===== src/rtl/float_to_fixed_iter.sv =====
// float_to_fixed_iter
//   Iterative IEEE-754 single-precision to signed 32-bit fixed-point converter.
//   The work register moves one bit per clock, so a conversion takes
//   |sh|+1 cycles, where sh = exp - 150 + fixpointpos.
//
// Parameters
//   MAX_SHIFT : largest right shift that is actually iterated; anything
//               further right resolves straight to zero.
//
// Ports
//   clk, rst        : clock (rising edge), synchronous active-high reset
//   in_valid        : floatnumber/fixpointpos valid
//   in_ready        : converter idle and able to accept
//   floatnumber     : IEEE-754 single input word
//   fixpointpos     : number of fractional bits in result (0..31)
//   out_valid       : result/out_ovf valid, held until out_ready
//   out_ready       : consumer takes the result
//   result          : two's-complement fixed-point value
//   out_ovf         : result saturated (overflow, Inf or NaN)
//
// Build option
//   FLOAT_TO_FIXED_ROUND_NEAREST_EN : keep the last bit shifted out on right
//   shifts and round half away from zero; without it the result truncates
//   toward zero.
module float_to_fixed_iter #(
  parameter int MAX_SHIFT = 24
) (
  input  logic        clk,
  input  logic        rst,
  input  logic        in_valid,
  output logic        in_ready,
  input  logic [31:0] floatnumber,
  input  logic [4:0]  fixpointpos,
  output logic        out_valid,
  input  logic        out_ready,
  output logic [31:0] result,
  output logic        out_ovf
);

  localparam int CNT_W = $clog2(MAX_SHIFT + 2);

  localparam logic [1:0] S_IDLE  = 2'd0;
  localparam logic [1:0] S_SHIFT = 2'd1;
  localparam logic [1:0] S_SIGN  = 2'd2;
  localparam logic [1:0] S_DONE  = 2'd3;

  localparam logic signed [9:0] LIM_NEG = 10'(-MAX_SHIFT);
  localparam logic signed [9:0] LIM_POS = 10'sd7;

  // Saturate or negate the final magnitude.
  function automatic logic signed [31:0] f_sign(input logic [31:0] mag,
                                                input logic        neg,
                                                input logic        sat);
    logic signed [31:0] v;
    v = $signed(mag);
    if (sat)
      v = neg ? 32'sh8000_0000 : 32'sh7FFF_FFFF;
    else if (neg)
      v = -$signed(mag);  // zero magnitude stays zero, so no -0
    return v;
  endfunction

`ifdef FLOAT_TO_FIXED_ROUND_NEAREST_EN
  // Magnitude is at most 24 bits after a right shift, so +1 cannot overflow.
  function automatic logic [31:0] f_round(input logic [31:0] mag,
                                          input logic        guard);
    return mag + {31'b0, guard};
  endfunction
`endif

  logic [1:0]         r_state;
  logic [CNT_W-1:0]   r_cnt;
  logic signed [31:0] r_result;
  logic               r_ovf;
  logic [31:0]        r_work;
  logic               r_left;
  logic               r_sign;
  logic               r_sat;
`ifdef FLOAT_TO_FIXED_ROUND_NEAREST_EN
  logic               r_guard;
`endif

  logic [7:0]         w_exp;
  logic signed [9:0]  w_sh;
  logic [CNT_W-1:0]   w_lo;
  logic [CNT_W-1:0]   w_cnt;
  logic               w_accept;
  logic               w_zero_in;
  logic               w_sat_in;
  logic               w_noshift;
  logic [31:0]        w_mag;
  logic signed [31:0] w_final;

  assign w_exp    = floatnumber[30:23];
  assign w_sh     = $signed({2'b00, w_exp}) - 10'sd150 + $signed({5'b00000, fixpointpos});
  // Low bits of |sh| are enough: the count is only used when -MAX_SHIFT <= sh <= 7.
  assign w_lo     = w_sh[CNT_W-1:0];
  assign w_cnt    = w_sh[9] ? (~w_lo + 1'b1) : w_lo;
  assign w_accept = in_valid && (r_state == S_IDLE);

  assign w_sat_in  = (w_exp == 8'hFF) || ((w_exp != 8'h00) && (w_sh > LIM_POS));
  assign w_zero_in = (w_exp == 8'h00) || (!w_sat_in && (w_sh < LIM_NEG));
  assign w_noshift = w_sat_in || w_zero_in || (w_sh == 10'sd0);

`ifdef FLOAT_TO_FIXED_ROUND_NEAREST_EN
  assign w_mag = f_round(r_work, r_guard);
`else
  assign w_mag = r_work;
`endif
  assign w_final = f_sign(w_mag, r_sign, r_sat);

  assign in_ready  = (r_state == S_IDLE);
  assign out_valid = (r_state == S_DONE);
  assign result    = r_result;
  assign out_ovf   = r_ovf;

  // Control: state, iteration counter and the registered result.
  always_ff @(posedge clk) begin
    if (rst) begin
      r_state  <= S_IDLE;
      r_cnt    <= '0;
      r_result <= '0;
      r_ovf    <= 1'b0;
    end else begin
      case (r_state)
        S_IDLE: begin
          if (w_accept) begin
            r_cnt   <= w_cnt;
            r_state <= w_noshift ? S_SIGN : S_SHIFT;
          end
        end
        S_SHIFT: begin
          r_cnt <= r_cnt - 1'b1;
          if (r_cnt == CNT_W'(1))
            r_state <= S_SIGN;
        end
        S_SIGN: begin
          r_result <= w_final;
          r_ovf    <= r_sat;
          r_state  <= S_DONE;
        end
        default: begin
          if (out_ready)
            r_state <= S_IDLE;
        end
      endcase
    end
  end

  // Datapath: operand capture and the one-bit-per-cycle shifter.
  always_ff @(posedge clk) begin
    if (w_accept) begin
      r_sign <= floatnumber[31];
      r_sat  <= w_sat_in;
      r_left <= ~w_sh[9];
      r_work <= w_zero_in ? 32'd0 : {8'd0, 1'b1, floatnumber[22:0]};
`ifdef FLOAT_TO_FIXED_ROUND_NEAREST_EN
      r_guard <= 1'b0;
`endif
    end else if (r_state == S_SHIFT) begin
      if (r_left) begin
        r_work <= r_work << 1;
      end else begin
        r_work <= r_work >> 1;
`ifdef FLOAT_TO_FIXED_ROUND_NEAREST_EN
        r_guard <= r_work[0];
`endif
      end
    end
  end

endmodule


===== config.mk =====
export PLATFORM = sky130hd
export DESIGN_NAME = float_to_fixed_iter
export DESIGN_NICKNAME = d
export VERILOG_FILES = /design/src/rtl/float_to_fixed_iter.sv
export SDC_FILE = /design/constraint.sdc
export NUM_CORES = 1
export LEC_CHECK = 0
export CAP_MARGIN = 0
export CORE_UTILIZATION = 49
export DETAILED_ROUTE_END_ITERATION = 7
export PLACE_DENSITY_LB_ADDON = 0.05
export RECOVER_POWER = 25
export SETUP_SLACK_MARGIN = 0.02
export SLEW_MARGIN = 20
export SYNTH_ARGS = -nofsm -noshare
export SYNTH_HDL_FRONTEND = slang
export SYNTH_SLANG_ARGS = --single-unit

===== constraint.sdc =====
create_clock -name clk -period 3.7 [get_ports clk]
set_input_delay 0.74 -clock clk [delete_from_list [all_inputs] [get_ports clk]]
set_output_delay 0.74 -clock clk [all_outputs]
set_load 0.1 [all_outputs]

; ---- Yosys cells after proc, flatten, opt, wreduce, memory -nomap -nowiden
; Cells that the tools add are included.
[op_classes]
n_addsub = 5
div_mod_pow = 0
n_shift = 0
bitwise_logic = 2
n_lt_le_gt_ge = 2
multipliers = 0
eq_ne = 7
mux = 15
n_reduce_logical = 17
[ops]
columns = operator, n
row1 = 2-to-1 mux 32 bit, 6
row2 = negation 32 bit, 1
row3 = 2-to-1 mux 24 bit, 1
row4 = adder 9 x 6 -> 10 bit, 1
row5 = greater-than comparator 10 x 4 -> 1 bit (second input constant), 1
row6 = logical NOT 10 bit, 1
row7 = less-than comparator 10 x 6 -> 1 bit (second input constant), 1
row8 = 2-to-1 mux 5 bit, 2
row9 = one-hot mux 5 bit (2 select lines), 1
row10 = subtractor 8 x 8 -> 9 bit (second input constant), 1
row11 = equality test 8 bit (second input constant), 1
row12 = logical NOT 8 bit, 1
row13 = 2-to-1 mux 2 bit, 4
row14 = nonzero test 8 bit, 1
row15 = one-hot mux 2 bit (3 select lines), 1
row16 = adder 5 x 1 -> 5 bit (second input constant), 1
row17 = equality test 5 x 1 -> 1 bit (second input constant), 1
row18 = NOT 5 bit, 1
row19 = subtractor 5 x 1 -> 5 bit (second input constant), 1
row20 = equality test 2 bit (second input constant), 2
row21 = logical OR 1 bit, 4
row22 = nonzero test 2 bit, 2
row23 = nonzero test 4 bit, 1
row24 = logical AND 1 bit, 3
row25 = other kinds (8), 8
[totals]
latch_bits = 0
memories = 0
ram_bits = 0
inputBits = 41
word_cells = 56
regBits = 75
mem_bits_ro = 0

; ---- Depth between registers and ports, before layout
; Gate-level depths: netlist of run 1.
[logic_depth]
ltp_word = 13
mapped_depth = 14
depth_no_buf = 11

; ---- Worst setup path after synthesis of run 1
; OpenSTA, ideal clock, no wires.
[synth_path]
path_type = input-to-reg
from = in floatnumber[27]
to = reg r_work[0] (data pin)
arrival_time_ps = 3263
setup_ps = 275
n_path_buf = 3
t_required_ps = 3425
path_stages = 13
setup_slack_ps = 162
path_cell_list = clkbuf_1 > and2_1 > nor2_1 > ha_1 > o21a_1 > o31a_1 > or4_1 > a31o_2 > nand4_1 > nor2b_1 > clkbuf_1 > clkbuf_1 > o32ai_1
[synth_via]
elab_chain_len = 10
word_cells_on_any_way = 14
cone_classes = add/sub (2) / order compare (2) / eq/ne (1) / mux (2) / reduce/logical (7)
[synth_rtl]
columns = item, line
row1 = start: declaration, 32  ; input logic [31:0] floatnumber,
row2 = subtractor 8 x 8 -> 9 bit, 95  ; assign w_sh = $signed({2'b00, w_exp}) - 10'sd150 + $signed({5'b00000, fixpointpos});
row3 = adder 9 x 6 -> 10 bit, 95
row4 = greater-than comparator 10 x 4 -> 1 bit, 101  ; assign w_sat_in = (w_exp == 8'hFF) || ((w_exp != 8'h00) && (w_sh > LIM_POS));
row5 = logical AND 1 bit, 101
row6 = logical OR 1 bit, 101
row7 = logical NOT 1 bit, 102  ; assign w_zero_in = (w_exp == 8'h00) || (!w_sat_in && (w_sh < LIM_NEG));
row8 = logical AND 1 bit, 102
row9 = logical OR 1 bit (*), 102
row10 = 2-to-1 mux 24 bit (*), 156  ; r_work <= w_zero_in ? 32'd0 : {8'd0, 1'b1, floatnumber[22:0]};
row11 = 2-to-1 mux 32 bit (*), 152  ; if (w_accept) begin
row12 = end signal: assignment, 156
row13 = end signal: assignment, 162  ; r_work <= r_work << 1;
row14 = end signal: assignment, 164  ; r_work <= r_work >> 1;
row15 = end: declaration, 75  ; logic [31:0] r_work;
; Mark *: on every way between the ends. The rest lies on a longest branch, timed or not.
; A chain may end at the register's enable or synchronous reset.

; ---- Final worst setup path of run 1
[layout_path]
from = in floatnumber[24]
to = reg r_work[2] (data pin)
; Same word-level chain as after synthesis.

==> flow_summary.toml, run 1 <==
[synth]
syn_area_per_cell_um2 = 8.73
synth_top_family_by_area = "compound AO/OA/AOI/OAI gates"
ys.flop_type = "dfxtp_1"
synth-compound-area-share = 0.243
ys_seq_elements = 75
yosys.area_share.simple = 0.183
syn-instance-count = 563
syn-cell-area_mm2 = 0.00491
synth_top_area_share = 0.214
synth_adder_area_share = 0.0423
synthMuxAreaShare = 0.0879
ys_warn_count = 0
async_reset_ff_frac = 0
yosysTopAreaCell = "edfxtp_1"
ys_types = 66
yosysSeqAreaShare = 0.377
syn_nets = 620
synthTopCellsByArea = "edfxtp_1 21%, dfxtp_1 16%, mux2i_1 8.6%"
synth_xor_xnor_area_share = 0.0214
synth_edf_count = 35

[clocking]
cts_inserted_buffers = 9
clk-insertion-delay-late_ps = 360
cts-root-buf = "clkbuf_8"
clockBufferDepth = 2
path_clk_slew_ps = 80
cts_tree = "done"
post_cts_buffers = 0
clock_sinks = 75
h-tree-depth = 3
hold_buffers = 0
cts-resized-gates = 0

[sta]
max_freq_mhz = 283
post-route-min-period_ps = 3540
tns_ps = 0
finClkSkew_ps = 16.1
setup_viol = 0
period_share = 0.957
drv_slew = 33
rsz0062_at_grt = "false"
maxSlewHeadroom = -0.151
hold_violations = 0
tightest_slew_ps = 1730

[critical_path]
max_stage_delay_ps = 470
required_ps = 3780
crit_start = "floatnumber[24]"
crit_fanout = 24
critical_path_class = "in -> reg"
arrival_ps = 3610
cp-end-kind = "flop"
r2r_start = "r_work[1]$_DFFE_PP_"
start_kind = "input pin"
worst_path_max_delay_cell = "clkdlybuf4s50_1"
cp_cell_sequence = "clkdlybuf4s50_1 > ha_1 > ha_1 > nor2b_1 > o31a_1 > or4_1 > a31o_2 > nand4_1 > nor2b_1 > buf_12 > o22ai_1"

[die]
rows = 36
ios = 76
fp.dieW_um = 102
die_area_mm2 = 0.0104
core_area_mm2 = 0.00973
die_h_um = 102
start_util = 0.505

[cells_and_area]
nets = 699
diodes = 0
layout-drive-gt1-share = 0.0896
syn_to_final_growth_pct = 24.4

[global_route]
grt_pass1_vias = 4099
use_met3 = 0.0369
grt_use_met1 = 0.344
track_usage = 0.246
use_met2 = 0.384
grt_overflow = 0
grt_max_degree = 59
grt_pass1_wl_um = 20000
grt-busiest-layer = "met2"
antenna_found_initial = 0

[placed_design]
hpwl_um = 8810
finalWeightedCongestion = 0.928
numPortBuffers = 75

[routing]
drt_wl_total_um = 12400
drtPass1Iterations = 4
routedWlPerCell_um = 15.9
vias_per_cell = 5.86
drtAntennaViolNets = 0
route.detailed.drc = 0
num_vias = 4569
first_iter_violations = 309

[pwr]
p_total_mw = 5.06
ir_worst_vdd_uv = 444
p_leak_nw = 2.31
powerDensity_mw_per_mm2 = 828

[min_path]
holdCritPathClass = "reg -> reg"
min_from = "result[26]$_SDFFE_PP0N_"

[flow_run]
drv_cap = 1

[run_status]
violations = "capacitance limit, slew limit"
outcome = "finished with violations"
## flip-flops by register name (all words and copies together) (netlist names)
register,flops
r_work,32
result,32
r_cnt,5
r_state,2
out_ovf,1
r_left,1
r_sat,1
r_sign,1
## routing by layer
layer  vias to the layer above  part of all wire
li1                       2272                 -
met1                      2121              0.47
met2                       152              0.46
met3                        24             0.052
met4                         0             0.017
met5                         -                 0
## cell usage after synthesis (all sizes together) (7+ instances only)
master   n
ha      15
inv     19
o22ai   23
edfxtp  35
dfxtp   40
o21ai   34
nand2   48
a211o   12
clkbuf  34
or3     12
nor2    67
nand2b   7
a21oi   33
mux2i   42
a211oi  22
## cell families (layout without fill, tap and decap cells)
| kind of cell | after synthesis | in the layout |
|---|---|---|
| simple gates | 181 | 181 |
| compound gates | 177 | 177 |
| flops | 75 | 75 |
| buf+inv | 59 | 143 |
| mux | 43 | 43 |
| fa+ha+maj | 16 | 16 |
| xor+xnor | 12 | 12 |
## power breakdown
part	internal (mW)	switching, mW
Sequential	1.31	0.411
Clock	0.286	0.329
Combinational	0.889	1.83
## metrics by stage
| step | utilization | cells | area (um^2) | hold slack, ps | worst slack [ps] |
|---|---|---|---|---|---|
| detailed placement | 0.610 | 764 | 5930 | 463 | -209 |
| global placement | 0.610 | 764 | 5930 | 456 | -85.5 |
| floorplan | - | 563 | 4910 | 441 | 162 |
| CTS | 0.629 | 780 | 6120 | 476 | 160 |
| finish | 0.628 | 780 | 6110 | 476 | 161 |
| global route | 0.628 | 780 | 6110 | 493 | 28.3 |
## layout make-up
| cell class | count | area, um^2 |
|---|---|---|
| fillers | 874 | 3620 |
| multi-input cells | 429 | 2840 |
| flip-flops and latches | 75 | 1850 |
| repair buffers | 107 | 991 |
| well taps | 133 | 166 |
| clock buffers | 11 | 153 |
| inverters | 20 | 75.1 |
| clock inverters | 5 | 33.8 |
## path summary, 6_finish.rpt
kind,cells after the start,to,slack [ps]
setup / recovery,11,r_work[2]$_DFFE_PP_,160
hold / removal,2,result[26]$_SDFFE_PP0N_,480
setup reg to reg,9,result[26]$_SDFFE_PP0N_,340
hold reg to reg,2,result[26]$_SDFFE_PP0N_,480
## cells in the final DEF (no fill, tap or decap), drive strengths merged, types with 21 or more instances in the layout
master and count:
a21oi 33, a211oi 22, inv 21, nor2 67, edfxtp 35, o21ai 34
buf 32, clkdlybuf4s50 72, o22ai 23, dfxtp 40, mux2i 42, nand2 48
## critical path, delay by kind of cell
family / cells / cell delay, ps
fa+ha+maj: 2 / 650
compound gates: 3 / 620
simple gates: 4 / 920
buf+inv: 2 / 670
No activity file was read; power rests on OpenSTA's default activity.
==> run 2, diff against run 1 <==
--- a/config.mk
+++ b/config.mk
@@ -5,9 +5,11 @@
 export SDC_FILE = /design/constraint.sdc
 export NUM_CORES = 1
 export LEC_CHECK = 0
-export CAP_MARGIN = 0
+export CAP_MARGIN = 10
+export CORE_MARGIN = 5
 export CORE_UTILIZATION = 49
 export DETAILED_ROUTE_END_ITERATION = 7
+export GPL_TIMING_DRIVEN = 0
 export PLACE_DENSITY_LB_ADDON = 0.05
 export RECOVER_POWER = 25
 export SETUP_SLACK_MARGIN = 0.02
==> run 2 against run 1 <==
  * The run still ends with capacitance limit, slew limit left
  * Clock power down 2%
  * Final cell count up 0.77%
  * Critical path depth up 3
  * Combinational power up 4%
  * Sequential power about the same
  * Design area down 1.1%
  * Clock-buffer cell count up 2
  * Non-clock buffer count up 7
  * Flip-flop and latch count unchanged
  * Setup slack better by 100 ps
  * Critical endpoint is now r_work[17]$_DFFE_PP_
  * Largest power group unchanged
  * Highest routed layer unchanged
==> flow_summary.toml, run 2 (same netlist as run 1, synthesis figures left out) <==
[routing]
drt_wl_total_um = 14300
drtAntennaViolNets = 0
dr_wl_met2_um = 6570
met1_length_um = 6440
highest_layer = "met4"
routedWlPerCell_um = 18.2
wl_met3_um = 1080
vias_per_cell = 5.99
drtPass1Iterations = 5
route.detailed.drc = 0
num_vias = 4707
first_iter_violations = 321

[min_path]
min_from = "r_cnt[1]$_SDFFE_PP0P_"
holdCritPathClass = "reg -> reg"

[global_route]
grt_pass1_wl_um = 22200
antenna_found_initial = 0
grt_max_degree = 33
track_usage = 0.236
grt_overflow = 0
grt_pass1_vias = 4386

[clocking]
cts_inserted_buffers = 9
path_clk_slew_ps = 80
clk-insertion-delay-late_ps = 370
cts_tree = "done"
hold_buffers = 0
clockBufferDepth = 2
h-tree-depth = 3
cts-root-buf = "clkbuf_8"
clock_sinks = 75

[pwr]
powerDensity_mw_per_mm2 = 851
combPwrFrac = 0.550
p_switching_mw = 2.65
sw_frac_of_total = 0.516
p_leak_nw = 2.24
internal_power_mw = 2.49
p_clk_frac = 0.117
ir_worst_vdd_uv = 513
sequentialPowerShare = 0.334

[cells_and_area]
layout-drive-gt1-share = 0.0490
post-route-util = 0.618
mostFrequentLayoutCell = "clkdlybuf4s50_1"
nets = 706
syn_to_final_growth_pct = 23.0
diodes = 0
fill_cells = 893
layout_common_cells = "68 x clkdlybuf4s50_1, 67 x nor2_1, 48 x nand2_1"

[flow_run]
drv_cap = 1

[sta]
max_freq_mhz = 291
holdWs_ps = 471
period_share = 0.929
rsz0062_at_grt = "false"
post-route-min-period_ps = 3440
tightest_slew_ps = 1510
drv_slew = 33
tns_ps = 0
finClkSkew_ps = 15.4
hold_violations = 0
setup_viol = 0
maxSlewHeadroom = -0.0119

[die]
core_area_mm2 = 0.00977
ios = 76
die_h_um = 110
rows = 36
start_util = 0.503
fp.dieW_um = 110
die_area_mm2 = 0.0121

[critical_path]
cp-end-kind = "flop"
r2r_start = "r_work[0]$_DFFE_PP_"
arrival_ps = 3520
critical_path_class = "in -> reg"
start_kind = "input pin"
required_ps = 3780
crit_fanout = 10
r2r_setup_slack_ps = 260
crit_start = "floatnumber[26]"

[placed_design]
finalWeightedCongestion = 0.890
numPortBuffers = 74
hpwl_um = 10500

[run_status]
outcome = "finished with violations"
violations = "capacitance limit, slew limit"
## run 2: cell count changes in the layout (fill, tap and decap cells not counted), sizes merged
cell           change
dlygate4sd3        +1
clkinvlp           -1
clkdlybuf4s50      -4
dlygate4sd2        +1
dlymetal6s2s       +2
buf               -27
clkbuf            +36
inv                -2
## run 2: final timing paths
check | end | cells after the start
min reg2reg | r_cnt[1]$_SDFFE_PP0P_ | 2
min | r_cnt[1]$_SDFFE_PP0P_ | 2
max reg2reg | result[26]$_SDFFE_PP0N_ | 9
max | r_work[17]$_DFFE_PP_ | 14
## run 2: timing repair
item	CTS	global route
buffers inserted	2	0
resized for setup	12	5
pin swaps	1	0
endpoints found under the setup margin	27	26
## run 2: power groups by stage
stage | sequential (mW) | clock [mW] | combinational [mW]
after floorplan | 2.43 | 0 | 1.30
after global placement | 1.71 | 0 | 2.75
after detailed placement | 1.72 | 0 | 2.79
after CTS | 1.70 | 0.608 | 2.82
after global routing | 1.76 | 0.646 | 3.01
final | 1.72 | 0.599 | 2.83
## run 2: per-layer routing
metal	track usage	vias up
li1	-	2282
met1	0.323	2222
met2	0.381	189
met3	0.0425	14
met4	0.0712	0
met5	0	-
## run 2: worst max-delay path: stages
cell and delay, ps:
dlygate4sd2_1 300, a21o_1 220, and2_1 200, nor2_1 120, ha_1 290, o21a_1 130
o31a_1 120, or4_1 420, a31o_2 260, nand4_1 110, nor2b_1 150, clkbuf_4 180
clkbuf_8 170, o22ai_1 100
## run 2: cell type report
cell class / instances / area (um^2) / share of cell area
multi-input combinational: 429 / 2850 / 0.471
sequential: 75 / 1850 / 0.306
timing repair buffer: 76 / 754 / 0.125
clock buffer: 13 / 170 / 0.0282
buffer: 38 / 166 / 0.0275
tap: 133 / 166 / 0.0275
inverter: 20 / 75.1 / 0.0124
clock inverter: 2 / 10.0 / 0.00166
## run 2: per-stage QoR
step | worst slack, ps | area [um^2] | power [mW] | instances
final | 261 | 6040 | 5.14 | 786
after global routing | 58.4 | 6040 | 5.42 | 786
after CTS | 35.2 | 6040 | 5.12 | 786
after detailed placement | -941 | 5820 | 4.50 | 770
after global placement | -903 | 5820 | 4.46 | 770
after floorplan | 162 | 4910 | 3.73 | 563
==> run 3, diff against run 2 <==
--- a/config.mk
+++ b/config.mk
@@ -7,7 +7,7 @@
 export LEC_CHECK = 0
 export CAP_MARGIN = 10
 export CORE_MARGIN = 5
-export CORE_UTILIZATION = 49
+export CORE_UTILIZATION = 41
 export DETAILED_ROUTE_END_ITERATION = 7
 export GPL_TIMING_DRIVEN = 0
 export PLACE_DENSITY_LB_ADDON = 0.05
==> run 3 against run 2 <==
  * The flow now finishes without violations
  * Clock power is 45% higher
  * Combinational power about the same
  * Critical path depth fell by 5
  * Critical endpoint is now result[26]$_SDFFE_PP0N_
  * Highest routed layer unchanged
==> flow_summary.toml, run 3 (same netlist as run 1, synthesis figures left out) <==
[min_path]
min_to = "result[1]$_SDFFE_PP0N_"
holdCritPathClass = "reg -> reg"
hold_depth = 2
min_from = "result[1]$_SDFFE_PP0N_"

[cells_and_area]
diodes = 0
layout.cells.non_filler = 802
layout-drive-gt1-share = 0.0489
multi_input_area_mm2 = 0.00285
seq_area_mm2 = 0.00185
layout_common_cells = "68 x clkdlybuf4s50_1, 67 x nor2_1, 48 x nand2_1"
nets = 707
post-route-util = 0.521
fill_cells = 1142
mostFrequentLayoutCell = "clkdlybuf4s50_1"
syn_to_final_growth_pct = 25.7

[sta]
setup_viol = 0
tightest_slew_ps = 1150
tns_ps = 0
rsz0062_at_grt = "false"
hold_violations = 0
maxSlewHeadroom = 0.234
finClkSkew_ps = 10.6
post-route-min-period_ps = 3500
fin_ws_ps = 195
max_freq_mhz = 285
drv_slew = 0
holdWs_ps = 475
period_share = 0.947

[pwr]
powerDensity_mw_per_mm2 = 877
ir_worst_vdd_uv = 615
p_leak_nw = 2.29

[die]
core_area_mm2 = 0.0119
fp.dieW_um = 119
die_area_mm2 = 0.0143
start_util = 0.414
die_h_um = 119
ios = 76
rows = 40

[routing]
drt_wl_total_um = 14800
routedWlPerCell_um = 18.4
num_vias = 4645
first_iter_violations = 367
vias_per_cell = 5.79
drtPass1Iterations = 5
route.detailed.drc = 0
drtAntennaViolNets = 0

[global_route]
track_usage = 0.207
grt_pass1_vias = 4434
grt_overflow = 0
grt_pass1_wl_um = 23500
grt_max_degree = 19
antenna_found_initial = 0

[placed_design]
dp_slack_ps = -1020
finalWeightedCongestion = 0.970
hpwl_um = 10900
numPortBuffers = 74
dp_cells = 785

[critical_path]
r2r_end = "result[26]$_SDFFE_PP0N_"
crit_fanout = 5
r2r_setup_slack_ps = 200
start_kind = "flop"
critical_path_class = "reg -> reg"
required_ps = 3910
r2r_start = "r_work[1]$_DFFE_PP_"
arrival_ps = 3710
cp-end-kind = "flop"
r2r_cells = 9

[clocking]
clock_sinks = 75
h-tree-depth = 3
path_clk_slew_ps = 60
cts-root-buf = "clkbuf_16"
clockBufferDepth = 2
cts_tree = "done"
hold_buffers = 0
cts_inserted_buffers = 9
clk-insertion-delay-late_ps = 340

[run_status]
outcome = "finished clean"

[flow_run]
drv_cap = 0
-- run 3: final cells by class --
| type | instances | share of cell area |
|---|---|---|
| sequential | 75 | 0.300 |
| multi-input combinational | 429 | 0.461 |
| buffer | 38 | 0.0279 |
| tap | 147 | 0.0298 |
| inverter | 20 | 0.0122 |
| timing repair buffer | 77 | 0.122 |
| clock buffer | 15 | 0.0468 |
| clock inverter | 1 | 0.000810 |
-- run 3: power by group --
part | switching (mW) | total (mW) | leakage [nW] | internal (mW)
Sequential | 0.405 | 1.72 | 0.672 | 1.31
Combinational | 1.95 | 2.83 | 1.47 | 0.879
Clock | 0.337 | 0.869 | 0.145 | 0.532
-- run 3: what timing repair did --
action / 4_1_cts / 5_1_grt
gates resized for setup: 15 / 3
buffers inserted: 2 / 0
endpoints found under the setup margin: 27 / 21
pin swaps: 1 / 0
-- run 3: how the worst max path moves through the flow --
| stage | end | from |
|---|---|---|
| floorplan | r_work[0]$_DFFE_PP_ | floatnumber[27] |
| global placement | r_work[22]$_DFFE_PP_ | floatnumber[24] |
| detailed placement | r_work[22]$_DFFE_PP_ | floatnumber[24] |
| CTS | r_work[22]$_DFFE_PP_ | floatnumber[27] |
| global route | result[26]$_SDFFE_PP0N_ | r_work[1]$_DFFE_PP_ |
| finish | result[26]$_SDFFE_PP0N_ | r_work[1]$_DFFE_PP_ |
-- run 3: worst max-delay path, cell delays in order (launching register included) --
cell      delay, ps
edfxtp_1        460
inv_1           110
ha_1            220
or3b_4          430
or4b_4          580
or4b_4          580
or4_4           440
a211o_1         300
o211ai_1        150
a21oi_1         110
-- run 3: routing by layer --
layer  wire, um  vias up  global-route usage
met5          0        -                   0
met1       6960     2203               0.279
met4        329        0              0.0873
li1           -     2294                   -
met2       6690      125               0.326
met3        787       23              0.0375
-- run 3: stage by stage --
| step | power [mW] | cell area (um^2) |
|---|---|---|
| 6_report | 5.42 | 6180 |
| 5_1_grt | 5.71 | 6180 |
| 4_1_cts | 5.45 | 6210 |
| 3_5_place_dp | 4.55 | 5870 |
| 3_3_place_gp | 4.49 | 5840 |
| 2_1_floorplan | 3.73 | 4910 |
